<file path="config.mk">
export PLATFORM = sky130hd
export DESIGN_NAME = oled_console_flat
export DESIGN_NICKNAME = d
export VERILOG_FILES = /design/src/rtl/oled_console_if.sv /design/src/rtl/oled_console.sv /design/src/flat_wrapper.sv
export SDC_FILE = /design/constraint.sdc
export NUM_CORES = 1
export LEC_CHECK = 0
export BUFFER_PORTS_ARGS = -buffer_cell sky130_fd_sc_hd__buf_4
export CORE_ASPECT_RATIO = 0.9
export CORE_MARGIN = 5
export CORE_UTILIZATION = 30
export CTS_CLUSTER_SIZE = 24
export DETAILED_ROUTE_END_ITERATION = 8
export HOLD_SLACK_MARGIN = 0.02
export MAX_ROUTING_LAYER = met4
export SKIP_CTS_REPAIR_TIMING = 1
export SYNTH_ARGS = -nofsm -noshare
export SYNTH_HDL_FRONTEND = slang
export SYNTH_SLANG_ARGS = --single-unit
export TNS_END_PERCENT = 1
</file>
<file path="constraint.sdc">
create_clock -name clock_mem -period 2.35 [get_ports clock_mem]
set_input_delay 0.47 -clock clock_mem [delete_from_list [all_inputs] [get_ports clock_mem]]
set_output_delay 0.47 -clock clock_mem [all_outputs]
set_load 0.01 [all_outputs]
</file>
<file path="src/rtl/oled_console_if.sv">
// Byte-stream handshake into oled_console: producer drives ch_valid/ch_data, console returns ch_ready.
interface oled_console_if;
  logic       ch_valid;
  logic [7:0] ch_data;
  logic       ch_ready;

  modport master (output ch_valid, output ch_data, input ch_ready);
  modport slave  (input ch_valid, input ch_data, output ch_ready);
endinterface

</file>
<file path="src/rtl/oled_console.sv">
// Console front end for the 4x16 OLED text buffer: cursor, control chars, clear and scroll.
// Optional scrolling (shadow copy + SCROLL state) is built only when OLED_CONSOLE_SCROLL_EN is defined.
module oled_console #(
  parameter logic [7:0] FILL_CHAR = 8'h20
) (
  input  logic          clock_mem,
  input  logic          rst_n,
  oled_console_if.slave ch,
  input  logic          clear,
  output logic [5:0]    addr,
  output logic [7:0]    store_data,
  output logic          store_we,
  output logic          busy,
  output logic [5:0]    cursor
);

`ifdef OLED_CONSOLE_SCROLL_EN
  typedef enum logic [1:0] {ST_CLEAR, ST_IDLE, ST_SCROLL} state_t;
`else
  typedef enum logic [1:0] {ST_CLEAR, ST_IDLE} state_t;
`endif

  state_t     state;
  logic [5:0] idx;
  logic [1:0] row;
  logic       is_print;
  logic       run_off;

  assign ch.ch_ready = (state == ST_IDLE) && !clear;
  assign busy        = (state != ST_IDLE);
  assign row         = cursor[5:4];
  assign is_print    = (ch.ch_data >= 8'h20) && (ch.ch_data <= 8'h7E);
  // Cursor leaving the bottom of the screen: printable at the last cell, or LF on the last row.
  assign run_off     = (is_print && (cursor == 6'd63)) || ((ch.ch_data == 8'h0A) && (row == 2'd3));

`ifdef OLED_CONSOLE_SCROLL_EN
  logic [7:0] shadow [64];
  logic [7:0] scroll_dat;

  // Mirrors the device buffer; lands at the end of the cycle the strobe is presented.
  always_ff @(posedge clock_mem) begin
    if (store_we) shadow[addr] <= store_data;
  end

  assign scroll_dat = (idx < 6'd48) ? shadow[idx + 6'd16] : FILL_CHAR;
`endif

  always_ff @(posedge clock_mem or negedge rst_n) begin
    if (!rst_n) begin
      state      <= ST_CLEAR;
      idx        <= 6'd0;
      addr       <= 6'd0;
      store_data <= 8'h00;
      store_we   <= 1'b0;
      cursor     <= 6'd0;
    end else begin
      store_we <= 1'b0;
      case (state)
        ST_CLEAR: begin
          store_we   <= 1'b1;
          addr       <= idx;
          store_data <= FILL_CHAR;
          idx        <= idx + 6'd1;
          if (idx == 6'd63) begin
            state  <= ST_IDLE;
            cursor <= 6'd0;
          end
        end
        ST_IDLE: begin
          if (clear) begin
            state <= ST_CLEAR;
            idx   <= 6'd0;
          end else if (ch.ch_valid) begin
            if (is_print) begin
              store_we   <= 1'b1;
              addr       <= cursor;
              store_data <= ch.ch_data;
            end
            if (run_off) begin
`ifdef OLED_CONSOLE_SCROLL_EN
              state <= ST_SCROLL;
              idx   <= 6'd0;
`else
              cursor <= 6'd0;
`endif
            end else if (is_print) begin
              cursor <= cursor + 6'd1;
            end else begin
              case (ch.ch_data)
                8'h0A: cursor <= {row + 2'd1, 4'd0};
                8'h0D: cursor <= {row, 4'd0};
                8'h08: begin
                  if (cursor != 6'd0) begin
                    cursor     <= cursor - 6'd1;
                    store_we   <= 1'b1;
                    addr       <= cursor - 6'd1;
                    store_data <= FILL_CHAR;
                  end
                end
                default: ;
              endcase
            end
          end
        end
`ifdef OLED_CONSOLE_SCROLL_EN
        ST_SCROLL: begin
          store_we   <= 1'b1;
          addr       <= idx;
          store_data <= scroll_dat;
          idx        <= idx + 6'd1;
          if (idx == 6'd63) begin
            state  <= ST_IDLE;
            cursor <= 6'd48;
          end
        end
`endif
        default: begin
          state <= ST_CLEAR;
          idx   <= 6'd0;
        end
      endcase
    end
  end

endmodule

</file>
<file path="src/flat_wrapper.sv">
// flat-port wrapper written by rule: the top's interface ports become plain ports
module oled_console_flat 
#(
  parameter logic [7:0] FILL_CHAR = 8'h20
)
  (clock_mem, rst_n, clear, addr, store_data, store_we, busy, cursor, ch_ch_valid, ch_ch_data, ch_ch_ready);
  oled_console_if ch_i ();
  input  logic clock_mem;
  input  logic rst_n;
  input  logic clear;
  output logic [5:0] addr;
  output logic [7:0] store_data;
  output logic store_we;
  output logic busy;
  output logic [5:0] cursor;
  input wire logic [$bits(ch_i.ch_valid)-1:0] ch_ch_valid;
  input wire logic [$bits(ch_i.ch_data)-1:0] ch_ch_data;
  output wire logic [$bits(ch_i.ch_ready)-1:0] ch_ch_ready;
  assign ch_i.ch_valid = ch_ch_valid;
  assign ch_i.ch_data = ch_ch_data;
  assign ch_ch_ready = ch_i.ch_ready;
  oled_console #(.FILL_CHAR(FILL_CHAR)) u_core (.clock_mem(clock_mem), .rst_n(rst_n), .ch(ch_i), .clear(clear), .addr(addr), .store_data(store_data), .store_we(store_we), .busy(busy), .cursor(cursor));
endmodule
</file>
# Word level (Yosys, flattened, before mapping)
# Cells that the tools add are included.
# word_totals
register_bits	29
input_bits	12
out_inout_bits	23
elab_cells	79
# classes
addsub	4
magnitude_cmp	2
eq_ne	16
mux	37
reduce_logical	13
# ops
operator	n
$mux W6	14
$mux W8	7
$pmux W6 S2	3
$eq A8 B4 Y1 const B	3
$pmux W6 S3	1
$pmux W8 S2	1
$add A6 B1 Y6 const B	2
$eq A6 B6 Y1 const B	2
$ne A5 B3 Y1 const B	2
$ge A8 B6 Y1 const B	1
$le A8 B7 Y1 const B	1
$mux W1	7
$reduce_and A7 Y1	1
$ne A2 B2 Y1 const B	3
$ne A6 B4 Y1 const B	1
$reduce_and A6 Y1	1
$reduce_bool A6 Y1	1
$sub A6 B1 Y6 const B	1
$logic_and A1 B1 Y1	4
$mux W2	2
$ne A2 B1 Y1 const B	2
$ne A4 B2 Y1 const B	1
$pmux W2 S2	1
$reduce_and A3 Y1	1
other kinds (9)	9

# Longest topological paths before layout
# logic_depth
word_depth	10
ltp_mapped	9
depth_no_buf	8

# Worst setup path after synthesis
# OpenSTA, ideal clock, no wires.
# synth_path
path_type	reg-to-reg
from	register u_core.idx[0]
to	register u_core.cursor[1]
setup_time_ns	0.125
t_arrival_ns	2.050
required_time_ns	2.225
setup_slack_ns	0.176
stages_incl_launch_ff	8
n_path_buf	0
period_less_slack_ns	2.174
path_cell_list	dfrtp_1 ha_1 nand3_2 or4_4 a22oi_2 a21bo_2 a21oi_2 mux2_2
# synth_between
elab_chain_len	3
# synth_lines
item	line	source
start, declared	oled_console.sv:24	logic [5:0] idx;
start signal, assigned	oled_console.sv:63	idx <= idx + 6'd1;
$eq A6 B6 Y1	oled_console.sv:64	if (idx == 6'd63) begin
$ne A2 B1 Y1 (no source line)	n/a	
$reduce_and A6 Y1 (no source line)	n/a	
end signal, assigned	oled_console.sv:87	cursor <= cursor + 6'd1;
end signal, assigned	oled_console.sv:90	8'h0A: cursor <= {row + 2'd1, 4'd0};
end signal, assigned	oled_console.sv:91	8'h0D: cursor <= {row, 4'd0};
end, declared	oled_console.sv:14	output logic [5:0] cursor
# No other way between the ends.
# A chain may end at the register's enable or synchronous reset.

# Worst setup path after layout
# layout_path
from	register u_core.idx[1]
to	register u_core.cursor[5]
# layout_between
elab_chain_len	3
# layout_lines
item	line
$eq A6 B6 Y1	oled_console.sv:64
$ne A2 B1 Y1 (no source line)	n/a
$reduce_and A7 Y1 (no source line)	n/a
# No other way between the ends.

==> results.ini <==
[run_status]
outcome=finished, final reports clean

[clock_tree]
root_buffer=clkbuf_8
cts-buffers-inserted=3
clock_sinks=28
cts_tree=yes
clock_path_buffers=2
htreeDepth=1
path_clk_slew_ns=0.09
clkLatencyLatePin_ns=0.28

[placement]
dpl_cell_area_um2=2220
gp_congestion=0.931
dp_slack_ns=0.0154
io_buffers=34
dp_hpwl_mm=3.75

[finish]
design_area_um2=2300
num-nets-final=267
drive_gt1_frac=0.291
syn2layout_area_growth_pct=29.9
n_antenna_cell=0

[grt]
grt_pass1_wl_mm=8.47
grt_max_degree=29
antenna_found_initial=0
grt_pass1_vias=1693
grt_overflow_total=0
grt_util_all_layers=0.137

[hold_path]
hold_path_class=in2async

[critical_path]
rrSetupSlack_ns=0.09
cp_top_family=compound AO/OA/AOI/OAI gates
cp.arrival_ns=2.42
endpoint_kind=flip-flop
path_buf_inv=0
slowest_stage=or4_4
cp.required_ns=2.52
r2r_end=u_core.cursor[5]$_DFFE_PN0P_
start_kind=flip-flop
reg2reg_depth=7
r2r_start=u_core.idx[1]$_DFFE_PN0N_
slowest_delay_ns=0.44
path_class=reg2reg
worstPathCellList=ha_4, nand3_2, or4_4, a22oi_2, a21bo_4, a31o_1, a221o_1
cp_max_fo=4

[timing]
finClkSkew_ns=0.00366
finalCritPeriodShare=0.961
finalCriticalPeriod_ns=2.26
finalHoldViolCount=0
worst_pin_slew_ns=0.424
setup_viol=0
fin_ws_ns=0.0922
drv_slew=0
fmax_ghz=0.443
maxSlewHeadroom=0.715

[job]
maxCapViolations=0

[power]
power_density_nw_per_um2=734
leakage_nw=0.999
peakVddDrop_v=0.000550
finalPower_mw=1.69

[floorplanning]
io_pins=35
fp-row-count=26
die_width_um=91.0
start_util=0.311
fp.dieH_um=82.9
coreArea_um2=5690
dieArea_um2=7540

[synthesis]
synth_commonest_cells=dfrtp_1, nor2_1, nand2_1
synthArstFlopShare=1.00
yosys.area.top_type=dfrtp_1
synth.net_count=217
synth_flop_cell=dfrtp_1
yosysMostFrequentCell=dfrtp_1
syn_area_um2=1770
synth_edf_count=0
synth_cell_types=54
syn-instance-count=199
synth_seq_cells=28
synth_area_leaders=dfrtp_1, nor2_1, ha_1
synth_top_area_share=0.396
avgSynthCellArea_um2=8.90
seq_area_frac_synth=0.396
yosys_warnings=0

[drt]
totalWireLength_mm=4.99
remaining_drc_errors=0
first_pass_iters=4
final_antenna_net_count=0
vias=1685
viasPerCell=5.32
drtIter0Drc=110
wl_per_cell_um=15.7

-- metal layers --
layer | GRT usage | vias to the layer above | wire length [µm]
met5 | - | - | 0
met4 | 0.0160 | 0 | 19
met3 | 0.0335 | 2 | 298
met2 | 0.195 | 56 | 2150
met1 | 0.202 | 797 | 2520
li1 | - | 830 | -
-- layout by cell type (no fill, tap or decap), types with 8 or more instances in the layout --
| cell | synthesis | routed |
|---|---|---|
| nand3_1 | 8 | 8 |
| buf_4 | 0 | 55 |
| dfrtp_1 | 28 | 28 |
| nor2_1 | 21 | 21 |
| o21ai_0 | 12 | 12 |
| a21oi_1 | 9 | 9 |
| nand2_1 | 19 | 19 |
| a22oi_1 | 8 | 8 |
-- report_power, final --
part,total [mW],internal [mW],switching (mW)
clock network,0.266,0.115,0.151
logic,0.709,0.358,0.351
registers,0.713,0.600,0.113
-- worst max path at each step --
stage	start	to	slack, ns	depth (start not counted)
after floorplan	u_core.idx[0]$_DFFE_PN0N_	u_core.cursor[1]$_DFFE_PN0P_	0.18	7
after global placement	u_core.idx[0]$_DFFE_PN0N_	u_core.cursor[3]$_DFFE_PN0P_	0.06	7
after detailed placement	u_core.idx[0]$_DFFE_PN0N_	u_core.cursor[2]$_DFFE_PN0P_	0.02	7
after CTS	u_core.idx[0]$_DFFE_PN0N_	u_core.cursor[2]$_DFFE_PN0P_	-0.002	7
after global routing	u_core.idx[1]$_DFFE_PN0N_	u_core.cursor[5]$_DFFE_PN0P_	-0.02	7
final	u_core.idx[1]$_DFFE_PN0N_	u_core.cursor[5]$_DFFE_PN0P_	0.09	7
-- layout make-up --
cell class	instances	area, µm²
well taps	70	87.6
multi-input cells	154	1030
repair buffers	55	413
flip-flops and latches	28	701
inverters	7	26.3
clock buffers	3	41.3
fillers	565	3390
-- through the flow --
stage	setup TNS (ns)	util	hold WS [ns]	instances
6_report	0	0.404	0.100	317
5_1_grt	-0.0225	0.404	0.119	317
4_1_cts	-0.00155	0.398	0.107	316
2_1_floorplan	0	-	0.174	199
3_3_place_gp	0	0.391	0.419	313
3_5_place_dp	0	0.391	0.415	313
-- sequential cells by signal (all words and copies together) (netlist names) --
name and flops:
u_core.store_data 8, u_core.idx 6, u_core.addr 6, u_core.cursor 6, u_core.store_we 1, u_core.state 1
-- kinds of logic after synthesis --
group,after synthesis,share of synthesized area
XOR/XNOR,5,0.0247
buffers and inverters,17,0.0367
AO/OA/AOI/OAI,63,0.251
AND/OR/NAND/NOR,73,0.207
flip-flops,28,0.396
adder cells (fa/ha/maj),6,0.0424
multiplexers,7,0.0424
Power figures use the tool's default switching activity.
